[src/rtl/alu_control_display.sv]
// Registered ALU control decoder with a DIGITS-wide active-low seven-segment mnemonic display (static or marquee).
// Define ALU_CTRL_NOR_EN to decode R-type funct 100111 as NOR; otherwise that code is reported as illegal.
module alu_control_display #(
  parameter int DIGITS     = 5,
  parameter int SCROLL_DIV = 25_000_000
) (
  input  logic                  clk_i,
  input  logic                  rst_n_i,
  input  logic                  dec_valid_i,
  input  logic [1:0]            alu_op_i,
  input  logic [5:0]            funct_i,
  input  logic                  scroll_en_i,
  output logic [3:0]            alu_control_o,
  output logic                  ctrl_valid_o,
  output logic                  illegal_o,
  output logic [DIGITS*7-1:0]   seg_o
);

  localparam int L  = DIGITS + 3;
  localparam int OW = $clog2(L);
  localparam int PW = $clog2(SCROLL_DIV);

  localparam logic [6:0] G_BL = 7'h7F, G_A = 7'h08, G_D = 7'h21, G_S = 7'h12, G_U = 7'h41;
  localparam logic [6:0] G_B  = 7'h03, G_E = 7'h06, G_Q = 7'h18, G_L = 7'h47, G_T = 7'h07;
  localparam logic [6:0] G_O  = 7'h40, G_R = 7'h2F, G_N = 7'h2B;

  typedef enum logic {S_IDLE, S_SCROLL} state_t;

  state_t          state_q, state_d;
  logic [OW-1:0]   offset_q, offset_d;
  logic [PW-1:0]   presc_q, presc_d;
  logic [2:0][6:0] mnem_q, mnem_d;
  logic [3:0]      alu_control_q, alu_control_d;
  logic            ctrl_valid_q, ctrl_valid_d;
  logic            illegal_q, illegal_d;

  logic            dec_legal;
  logic [3:0]      dec_ctrl;
  logic [2:0][6:0] dec_mnem;

  // Character 0 of the mnemonic lives at index 0.
  function automatic logic [20:0] pack3(input logic [6:0] c0, input logic [6:0] c1,
                                        input logic [6:0] c2);
    return {c2, c1, c0};
  endfunction

  always_comb begin
    dec_legal = 1'b1;
    dec_ctrl  = 4'b0000;
    dec_mnem  = pack3(G_E, G_R, G_R);
    case (alu_op_i)
      2'b00: begin dec_ctrl = 4'b0010; dec_mnem = pack3(G_L, G_S, G_BL); end
      2'b01: begin dec_ctrl = 4'b0110; dec_mnem = pack3(G_B, G_E, G_Q); end
      2'b11: begin dec_ctrl = 4'b0000; dec_mnem = pack3(G_A, G_N, G_D); end
      default: begin
        case (funct_i)
          6'b100000: begin dec_ctrl = 4'b0010; dec_mnem = pack3(G_A, G_D, G_D); end
          6'b100010: begin dec_ctrl = 4'b0110; dec_mnem = pack3(G_S, G_U, G_B); end
          6'b100100: begin dec_ctrl = 4'b0000; dec_mnem = pack3(G_A, G_N, G_D); end
          6'b100101: begin dec_ctrl = 4'b0001; dec_mnem = pack3(G_O, G_R, G_BL); end
          6'b101010: begin dec_ctrl = 4'b0111; dec_mnem = pack3(G_S, G_L, G_T); end
`ifdef ALU_CTRL_NOR_EN
          6'b100111: begin dec_ctrl = 4'b1100; dec_mnem = pack3(G_N, G_O, G_R); end
`endif
          default:   dec_legal = 1'b0;
        endcase
      end
    endcase
  end

  always_comb begin
    state_d       = state_q;
    offset_d      = offset_q;
    presc_d       = presc_q;
    mnem_d        = mnem_q;
    alu_control_d = alu_control_q;
    ctrl_valid_d  = 1'b0;
    illegal_d     = 1'b0;

    case (state_q)
      S_IDLE: begin
        offset_d = '0;
        presc_d  = '0;
        if (scroll_en_i) state_d = S_SCROLL;
      end
      S_SCROLL: begin
        if (!scroll_en_i) begin
          state_d  = S_IDLE;
          offset_d = '0;
          presc_d  = '0;
        end else if (presc_q == PW'(SCROLL_DIV - 1)) begin
          presc_d  = '0;
          offset_d = (offset_q == OW'(L - 1)) ? '0 : offset_q + OW'(1);
        end else begin
          presc_d = presc_q + PW'(1);
        end
      end
    endcase

    // A load restarts the marquee from the left edge, even on a terminal-count cycle.
    if (dec_valid_i) begin
      offset_d = '0;
      presc_d  = '0;
      mnem_d   = dec_mnem;
      if (dec_legal) begin
        alu_control_d = dec_ctrl;
        ctrl_valid_d  = 1'b1;
      end else begin
        illegal_d = 1'b1;
      end
    end
  end

  always_ff @(posedge clk_i) begin
    if (!rst_n_i) begin
      state_q       <= S_IDLE;
      offset_q      <= '0;
      presc_q       <= '0;
      mnem_q        <= pack3(G_BL, G_BL, G_BL);
      alu_control_q <= 4'b0000;
      ctrl_valid_q  <= 1'b0;
      illegal_q     <= 1'b0;
    end else begin
      state_q       <= state_d;
      offset_q      <= offset_d;
      presc_q       <= presc_d;
      mnem_q        <= mnem_d;
      alu_control_q <= alu_control_d;
      ctrl_valid_q  <= ctrl_valid_d;
      illegal_q     <= illegal_d;
    end
  end

  logic [OW:0] idx;
  logic [6:0]  glyph;

  // Segments depend only on registered state, so there is no input-to-output path.
  always_comb begin
    seg_o = '1;
    idx   = '0;
    glyph = G_BL;
    for (int i = 0; i < DIGITS; i++) begin
      idx = {1'b0, offset_q} + (OW+1)'(i);
      if (idx >= (OW+1)'(L)) idx = idx - (OW+1)'(L);
      if (idx == (OW+1)'(0))      glyph = mnem_q[0];
      else if (idx == (OW+1)'(1)) glyph = mnem_q[1];
      else if (idx == (OW+1)'(2)) glyph = mnem_q[2];
      else                        glyph = G_BL;
      seg_o[(DIGITS-1-i)*7 +: 7] = glyph;
    end
  end

  assign alu_control_o = alu_control_q;
  assign ctrl_valid_o  = ctrl_valid_q;
  assign illegal_o     = illegal_q;

endmodule

[config.mk]
export PLATFORM = sky130hd
export DESIGN_NAME = alu_control_display
export DESIGN_NICKNAME = d
export VERILOG_FILES = /design/src/rtl/alu_control_display.sv
export SDC_FILE = /design/constraint.sdc
export NUM_CORES = 1
export LEC_CHECK = 0
export ABC_CLOCK_PERIOD_IN_PS = 2600
export BUFFER_PORTS_ARGS = -buffer_cell sky130_fd_sc_hd__buf_2
export CAP_MARGIN = 20
export CORE_MARGIN = 8
export CORE_UTILIZATION = 60
export DETAILED_ROUTE_END_ITERATION = 7
export PLACE_DENSITY = 0.82
export SYNTH_ARGS = -nofsm -noshare
export SYNTH_HDL_FRONTEND = slang
export SYNTH_SLANG_ARGS = --single-unit
[constraint.sdc]
create_clock -name clk_i -period 2.6 [get_ports clk_i]
set_input_delay 0.26 -clock clk_i [delete_from_list [all_inputs] [get_ports clk_i]]
set_output_delay 0.26 -clock clk_i [all_outputs]
set_load 0.005 [all_outputs]
# Word-level counts from Yosys, hierarchy flattened
# Index checks and enable logic that the tools add are counted.
[totals]
ff_bits = 56
out_inout_bits = 41
elab_cells = 94
[op_classes]
add_sub_neg = 11
order_cmp = 5
eq_ne = 20
n_mux = 36
bitwise_logic = 2
reduce_logical = 11
[ops]
columns = ["op", "count"]
rows = [
  ["7-bit two-way mux", 15],
  ["21-bit case mux with 5 select lines", 1],
  ["21-bit case mux with 3 select lines", 1],
  ["25-bit two-way mux", 2],
  ["25-bit case mux with 2 select lines", 1],
  ["6-bit == test (second input constant)", 5],
  ["25-bit by 1-bit adder with 25-bit output (second input constant)", 1],
  ["25-bit == test (second input constant)", 1],
  ["4-bit by 1-bit == test with 1-bit output (second input constant)", 5],
  ["4-bit by 2-bit == test with 1-bit output (second input constant)", 5],
  ["4-bit zero test", 5],
  ["4-bit two-way mux", 5],
  ["4-bit >= comparator (second input constant)", 4],
  ["4-bit subtractor (second input constant)", 4],
  ["3-bit case mux with 4 select lines", 1],
  ["3-bit two-way mux", 3],
  ["3-bit case mux with 3 select lines", 1],
  ["3-bit by 2-bit adder with 4-bit output (second input constant)", 2],
  ["3-bit case mux with 2 select lines", 1],
  ["1-bit two-way mux", 5],
  ["5-bit OR reduction", 1],
  ["3-bit by 1-bit adder with 4-bit output (second input constant)", 1],
  ["3-bit by 3-bit adder with 4-bit output (second input constant)", 1],
  ["3-bit by 4-bit >= comparator with 1-bit output (second input constant)", 1],
  ["11 further kinds", 13],
]

# Longest topological paths before layout
# Gate-level depths: netlist of run 1.
[logic_depth]
word_depth = 7
depth_mapped = 8

# Worst setup path after synthesis of run 1
# OpenSTA, ideal clock, no wires.
[synth_timing]
kind = "register -> output"
start = "register offset_q[0]"
end = "output port seg_o[11]"
t_arrival_ps = 1586
required_ps = 2340
path_slack_ps = 754
path_stages_with_launch = 9
n_path_buf = 1
path_cell_list = "dfxtp_1 > inv_1 > ha_1 > ha_1 > inv_1 > nand2_1 > clkbuf_1 > nor2_1 > a21oi_1"
[synth_between]
elab_chain_len = 7
word_cells_on_any_way = 10
classes_between = "add/sub: 2; order compare: 1; eq/ne: 2; mux: 4; reduce/logical: 1"
[synth_lines]
columns = ["item", "line", "text"]
rows = [
  ["from (decl)", "30", "logic [OW-1:0] offset_q, offset_d;"],
  ["from (signal assigned)", "125", "offset_q <= offset_d;"],
  ["3-bit by 2-bit adder with 4-bit output (*)", "143", "idx = {1'b0, offset_q} + (OW+1)'(i);"],
  ["4-bit subtractor or 4-bit >= comparator (tied branches)", "144", "if (idx >= (OW+1)'(L)) idx = idx - (OW+1)'(L);"],
  ["4-bit two-way mux (*)", "144", ""],
  ["4-bit by 2-bit == test with 1-bit output", "147", "else if (idx == (OW+1)'(2)) glyph = mnem_q[2];"],
  ["7-bit two-way mux", "147", ""],
  ["7-bit two-way mux", "146", "else if (idx == (OW+1)'(1)) glyph = mnem_q[1];"],
  ["7-bit two-way mux (*)", "145", "if (idx == (OW+1)'(0)) glyph = mnem_q[0];"],
  ["to (decl)", "16", "output logic [DIGITS*7-1:0] seg_o"],
]
# Mark *: on every way between the ends. The rest lies on a longest branch, timed or not.

# Final worst setup path of run 1
[layout_timing]
start = "register offset_q[1]"
end = "output port seg_o[12]"
# Same word-level chain as after synthesis.

==> run metrics, run 1 <==
Worst VDD drop 0.455 mV; final clock skew 11.2 ps; Max FO, Critical Path 6; Max Slew Vio Count 0; Post-DP Area 0.00351 mm^2; kind of critical path flop to output port; EDFF count, synth 0; CP Capture Type output port; Post-Synthesis Cells 414; CTS Sinks 53; PortBufs 51; run status completed; warnings from Yosys 0; Root Buffer clkbuf_8; CP max stage cell dfxtp_1; Yosys top cell area share 0.327; largest family of logic cells by synthesized area simple AND/OR/NAND/NOR gates; Starting Density 0.628; WL/cell 15.0 um; final cell count without fillers 527; Leak Pwr 1.25 nW; final hold vios 0; pin count of the biggest net entering global routing 25; critical path data arrival time 2110 ps; gr usage total 0.209; mux cell area share after synthesis 0.00963; hpwl dp 6020 um; top cells by area, synth dfxtp_1 33%, ha_1 6.9%, nand2_1 6.5%; IO Count 53; Worst-path clk slew 100 ps; Vias/cell 6.12; final setup vio count 0; WP data required 2340 ps; number of synthesized register bits 53; Setup TNS 0 ps; layout net count 486; DR pass1 iterations 5; sequential-to-total area share from yosys stat 0.327; Tmin final 2370 ps; Async S/R FF share, synth 0; worst skew pair latency 310 ps; Final Instance Area 0.00360 mm^2; Synth Area in Compound Gates 0.246; worst hold path type input port to flop; first-pass GRT wire length 13500 um; Die Width 89.6 um; simple-gate portion of the synthesized area 0.271; # rows 26; Adder-Cell Fraction of Synth Area 0.0693; initial antenna violation count 0; Core Box Area 0.00517 mm^2; DR iter-0 viols 203; crit path cell chain inv_1 > ha_1 > ha_1 > inv_1 > nand3_1 > o22ai_1 > a21oi_1 > buf_2; CTS buffer count 5; Achievable Freq 421 MHz; synthesized area 0.00325 mm^2; layout cell share with drive strength beyond 1 0.168; cell taking the most area after synthesis dfxtp_1; max-cap viol count 0; H-tree Lvls 2; GP Congestion 0.921; drt drc 0; placed cells 519; clock buffer depth 2; Syn Nets 444; P per Cell Area 412 mW/mm^2; CTS tree built; # diodes 0; final wirelength 7910 um; Avg Inst Size Synth 7.85 um^2; Die Area 0.00803 mm^2; CP peak stage delay 410 ps; Detail Route Antenna Nets 0; top_reg_cell synth dfxtp_1; RSZ-0062 raised after global routing false; vias in the first global route 2888; post-synth cell types 60; crit share post-route 0.912; CP startpoint kind flop; gr ovfl total 0; area grow syn2layout 10.8%; die height 89.6 um; total number of vias 3226; XOR/XNOR share of the synthesized area 0.0350
area by class of cell:
cell class | count | area [um^2]
Sequential cell | 53 | 1060
Multi-Input combinational cell | 332 | 2060
Fill cell | 424 | 1570
Clock buffer | 6 | 72.6
Inverter | 12 | 45.0
Timing Repair Buffer | 52 | 263
Clock inverter | 2 | 15.0
Tap cell | 70 | 87.6
state kept, by name, summed over array words and instances (netlist names):
name           count
presc_q           25
mnem_q            19
alu_control_o      3
offset_q           3
ctrl_valid_o       1
illegal_o          1
state_q            1
routing by layer:
| layer | global-route usage | share of wire | vias to the layer above |
|---|---|---|---|
| met5 | 0 | 0 | - |
| met4 | 0.0619 | 0.013 | 0 |
| met3 | 0.0437 | 0.077 | 12 |
| met2 | 0.322 | 0.44 | 134 |
| met1 | 0.284 | 0.47 | 1469 |
| li1 | - | - | 1611 |
cells in the mapped netlist (4+ instances only):
cell type   n
a21oi_1    28
a31oi_1     5
buf_2       4
clkbuf_1   10
dfxtp_1    53
ha_1       18
inv_1      10
nand2_1    56
nand3_1    16
nand4_1     7
nor2_1     38
nor2b_1     5
nor3_1      4
o21ai_0    38
o22ai_1    30
o31ai_1     8
o32a_1      4
or4_1       5
xnor2_1     5
xor2_1      8
stage by stage:
| step | utilization | power, mW | hold WS, ps | worst slack, ps |
|---|---|---|---|---|
| floorplan | - | 0.976 | 382 | 754 |
| global placement | 0.679 | 1.04 | 446 | 648 |
| detailed placement | 0.679 | 1.05 | 451 | 564 |
| CTS | 0.696 | 1.49 | 164 | 187 |
| global route | 0.696 | 1.55 | 171 | 40.8 |
| finish | 0.696 | 1.48 | 179 | 228 |
worst max-delay path, delay by kind of cell (launching register included):
| family | cells | cell delay [ps] |
|---|---|---|
| fa+ha+maj | 2 | 520 |
| flops | 1 | 410 |
| buf+inv | 3 | 370 |
| compound gates | 2 | 290 |
| simple gates | 1 | 210 |
kinds of logic after synthesis:
logic type,Yosys count
multiplexers,3
flip-flops,53
AND/OR/NAND/NOR,166
AO/OA/AOI/OAI,131
buffers and inverters,29
adder cells (fa/ha/maj),18
other,1
XOR/XNOR,13
final timing paths:
check	end	cells after the start	start	slack [ps]
worst max-delay path	seg_o[12]	8	offset_q[1]	230
worst min-delay path	state_q	2	scroll_en_i	180
worst max register to register	presc_q[11]	5	presc_q[0]	710
worst min register to register	presc_q[0]	1	presc_q[0]	470
cells in the final DEF, fill, tap and decap left out, types with 3 or more instances in the layout:
cell type / n
o31ai_1: 8
a31oi_1: 5
a21oi_1: 28
o22ai_1: 30
or4_1: 5
and2_1: 3
nand4_1: 7
and3_4: 3
nor3_1: 4
nand2_1: 56
ha_1: 18
dfxtp_1: 52
a211o_1: 3
buf_2: 51
inv_1: 10
nand3_1: 16
nor2_1: 38
or3_1: 3
o32a_1: 4
xor2_1: 8
nor2b_1: 5
o21ai_0: 38
xnor2_1: 5
nand2b_1: 3
clkbuf_8: 5
timing repair:
action                     CTS  global route
buffers inserted             0             0
hold buffers                 0             0
gates resized for setup      0             1
setup endpoints to repair    0             1
power breakdown:
part	internal, mW	total [mW]	leakage [nW]	switching, mW
Clock	0.190	0.452	0.0374	0.262
Combinational	0.0691	0.153	0.782	0.0844
Sequential	0.837	0.879	0.433	0.0424
No activity file was read; power rests on OpenSTA's default activity.
==> inputs of run 2 (changes only) <==
CAP_MARGIN = 10   (was 20)
GPL_TIMING_DRIVEN = 0   (was unset)
==> run 2 against run 1 <==
  * Setup slack lost 93 ps
  * Non-clock buffer count up 16
  * Sequential cell count unchanged
  * Total power up 7.5%
  * Global-route usage grew 0.47 points
  * Largest cell class unchanged
==> run metrics, run 2 (synthesized netlist as in run 1, its figures left out) <==
run status completed; final hold vios 0; P per Cell Area 431 mW/mm^2; Leak Pwr 1.31 nW; first-pass GRT wire length 13700 um; Tmin final 2470 ps; vias in the first global route 2960; GP Congestion 0.938; most common cell after layout, fill and taps aside nand2_1; Die Width 89.6 um; pre-CTS WS 403 ps; DR pass1 iterations 4; Vias/cell 6.04; # diodes 0; total number of vias 3271; pin count of the biggest net entering global routing 17; Setup TNS 0 ps; CTS tree built; biggest regs presc_q (25), mnem_q (19); layout net count 502; Max Slew Vio Count 0; Detail Route Antenna Nets 0; critical path data arrival time 2210 ps; Max FO, Critical Path 7; Largest Register presc_q; Final WS setup 134 ps; gr usage total 0.213; CTS buffer count 5; drt drc 0; kind of critical path flop to output port; final wirelength 8310 um; CP startpoint kind flop; IO Count 53; Worst-path clk slew 100 ps; gr ovfl total 0; DR iter-0 viols 219; Root Buffer clkbuf_8; CTS Sinks 53; Core Box Area 0.00517 mm^2; H-tree Lvls 2; WP data required 2340 ps; initial antenna violation count 0; Worst VDD drop 0.387 mV; Starting Density 0.628; WL/cell 15.3 um; # hold bufs at CTS 0; die height 89.6 um; clock buffer depth 2; layout cell share with drive strength beyond 1 0.176; worst hold path type input port to flop; final clock skew 6.88 ps; Largest register FFs 25; Achievable Freq 406 MHz; worst skew pair latency 310 ps; final setup vio count 0; crit share post-route 0.948; RSZ-0062 raised after global routing false; Die Area 0.00803 mm^2; area grow syn2layout 13.9%; CP Capture Type output port; most frequent cells in the layout 56 x nand2_1, 55 x buf_2, 53 x dfxtp_1; measured slew at the worst slew-check pin 513 ps; PortBufs 51; Rel. slew slack 0.655; max-cap viol count 0; # rows 26; Setup Buffers After CTS 0; hpwl dp 6370 um
run 2: repair_timing:
| action | CTS | global route |
|---|---|---|
| endpoints found under the hold margin | 0 | 0 |
| endpoints found under the setup margin | 0 | 6 |
| gates resized for setup | 0 | 2 |
run 2: final cells by class:
type | count | area (um^2)
clock buffers | 5 | 68.8
clock inverters | 2 | 38.8
well taps | 70 | 87.6
flip-flops and latches | 53 | 1060
inverters | 12 | 45.0
fillers | 430 | 1470
plain buffers | 17 | 88.8
repair buffers | 51 | 255
multi-input cells | 332 | 2060
run 2: final timing paths:
check,startpoint,to,slack (ps),cells after the start
worst max-delay path,offset_q[0],seg_o[9],130,8
worst min register to register,presc_q[0],presc_q[0],480,1
worst min-delay path,scroll_en_i,state_q,170,2
worst max register to register,presc_q[0],offset_q[0],750,6
run 2: worst max-delay path: stages, from the launching register on:
cell and delay (ps):
dfxtp_1 490, inv_1 140, ha_1 260, ha_1 280, inv_1 110, nand3_1 210
o22ai_1 200, a21oi_1 80, buf_2 130
run 2: metal layers:
layer | up-vias | wire [um] | global-route usage
met5 | - | 0 | 0
met1 | 1514 | 3930 | 0.284
met2 | 106 | 3750 | 0.341
met4 | 0 | 84 | 0.0589
li1 | 1639 | - | -
met3 | 12 | 537 | 0.0409
run 2: report_power, final:
group / switching [mW] / internal, mW / leakage (nW)
registers: 0.0381 / 0.837 / 0.433
clock network: 0.276 / 0.285 / 0.0546
logic: 0.0895 / 0.0715 / 0.824
total: 0.403 / 1.19 / 1.31
run 2: stage by stage:
step                 util  hold slack [ps]  area, um^2  std cells  total power [mW]
floorplan               -              382        3250        414             0.976
global placement    0.694              442        3590        535              1.05
detailed placement  0.694              458        3590        535              1.05
CTS                 0.715              167        3700        542              1.59
global route        0.716              184        3700        542              1.64
finish              0.716              169        3700        542              1.60
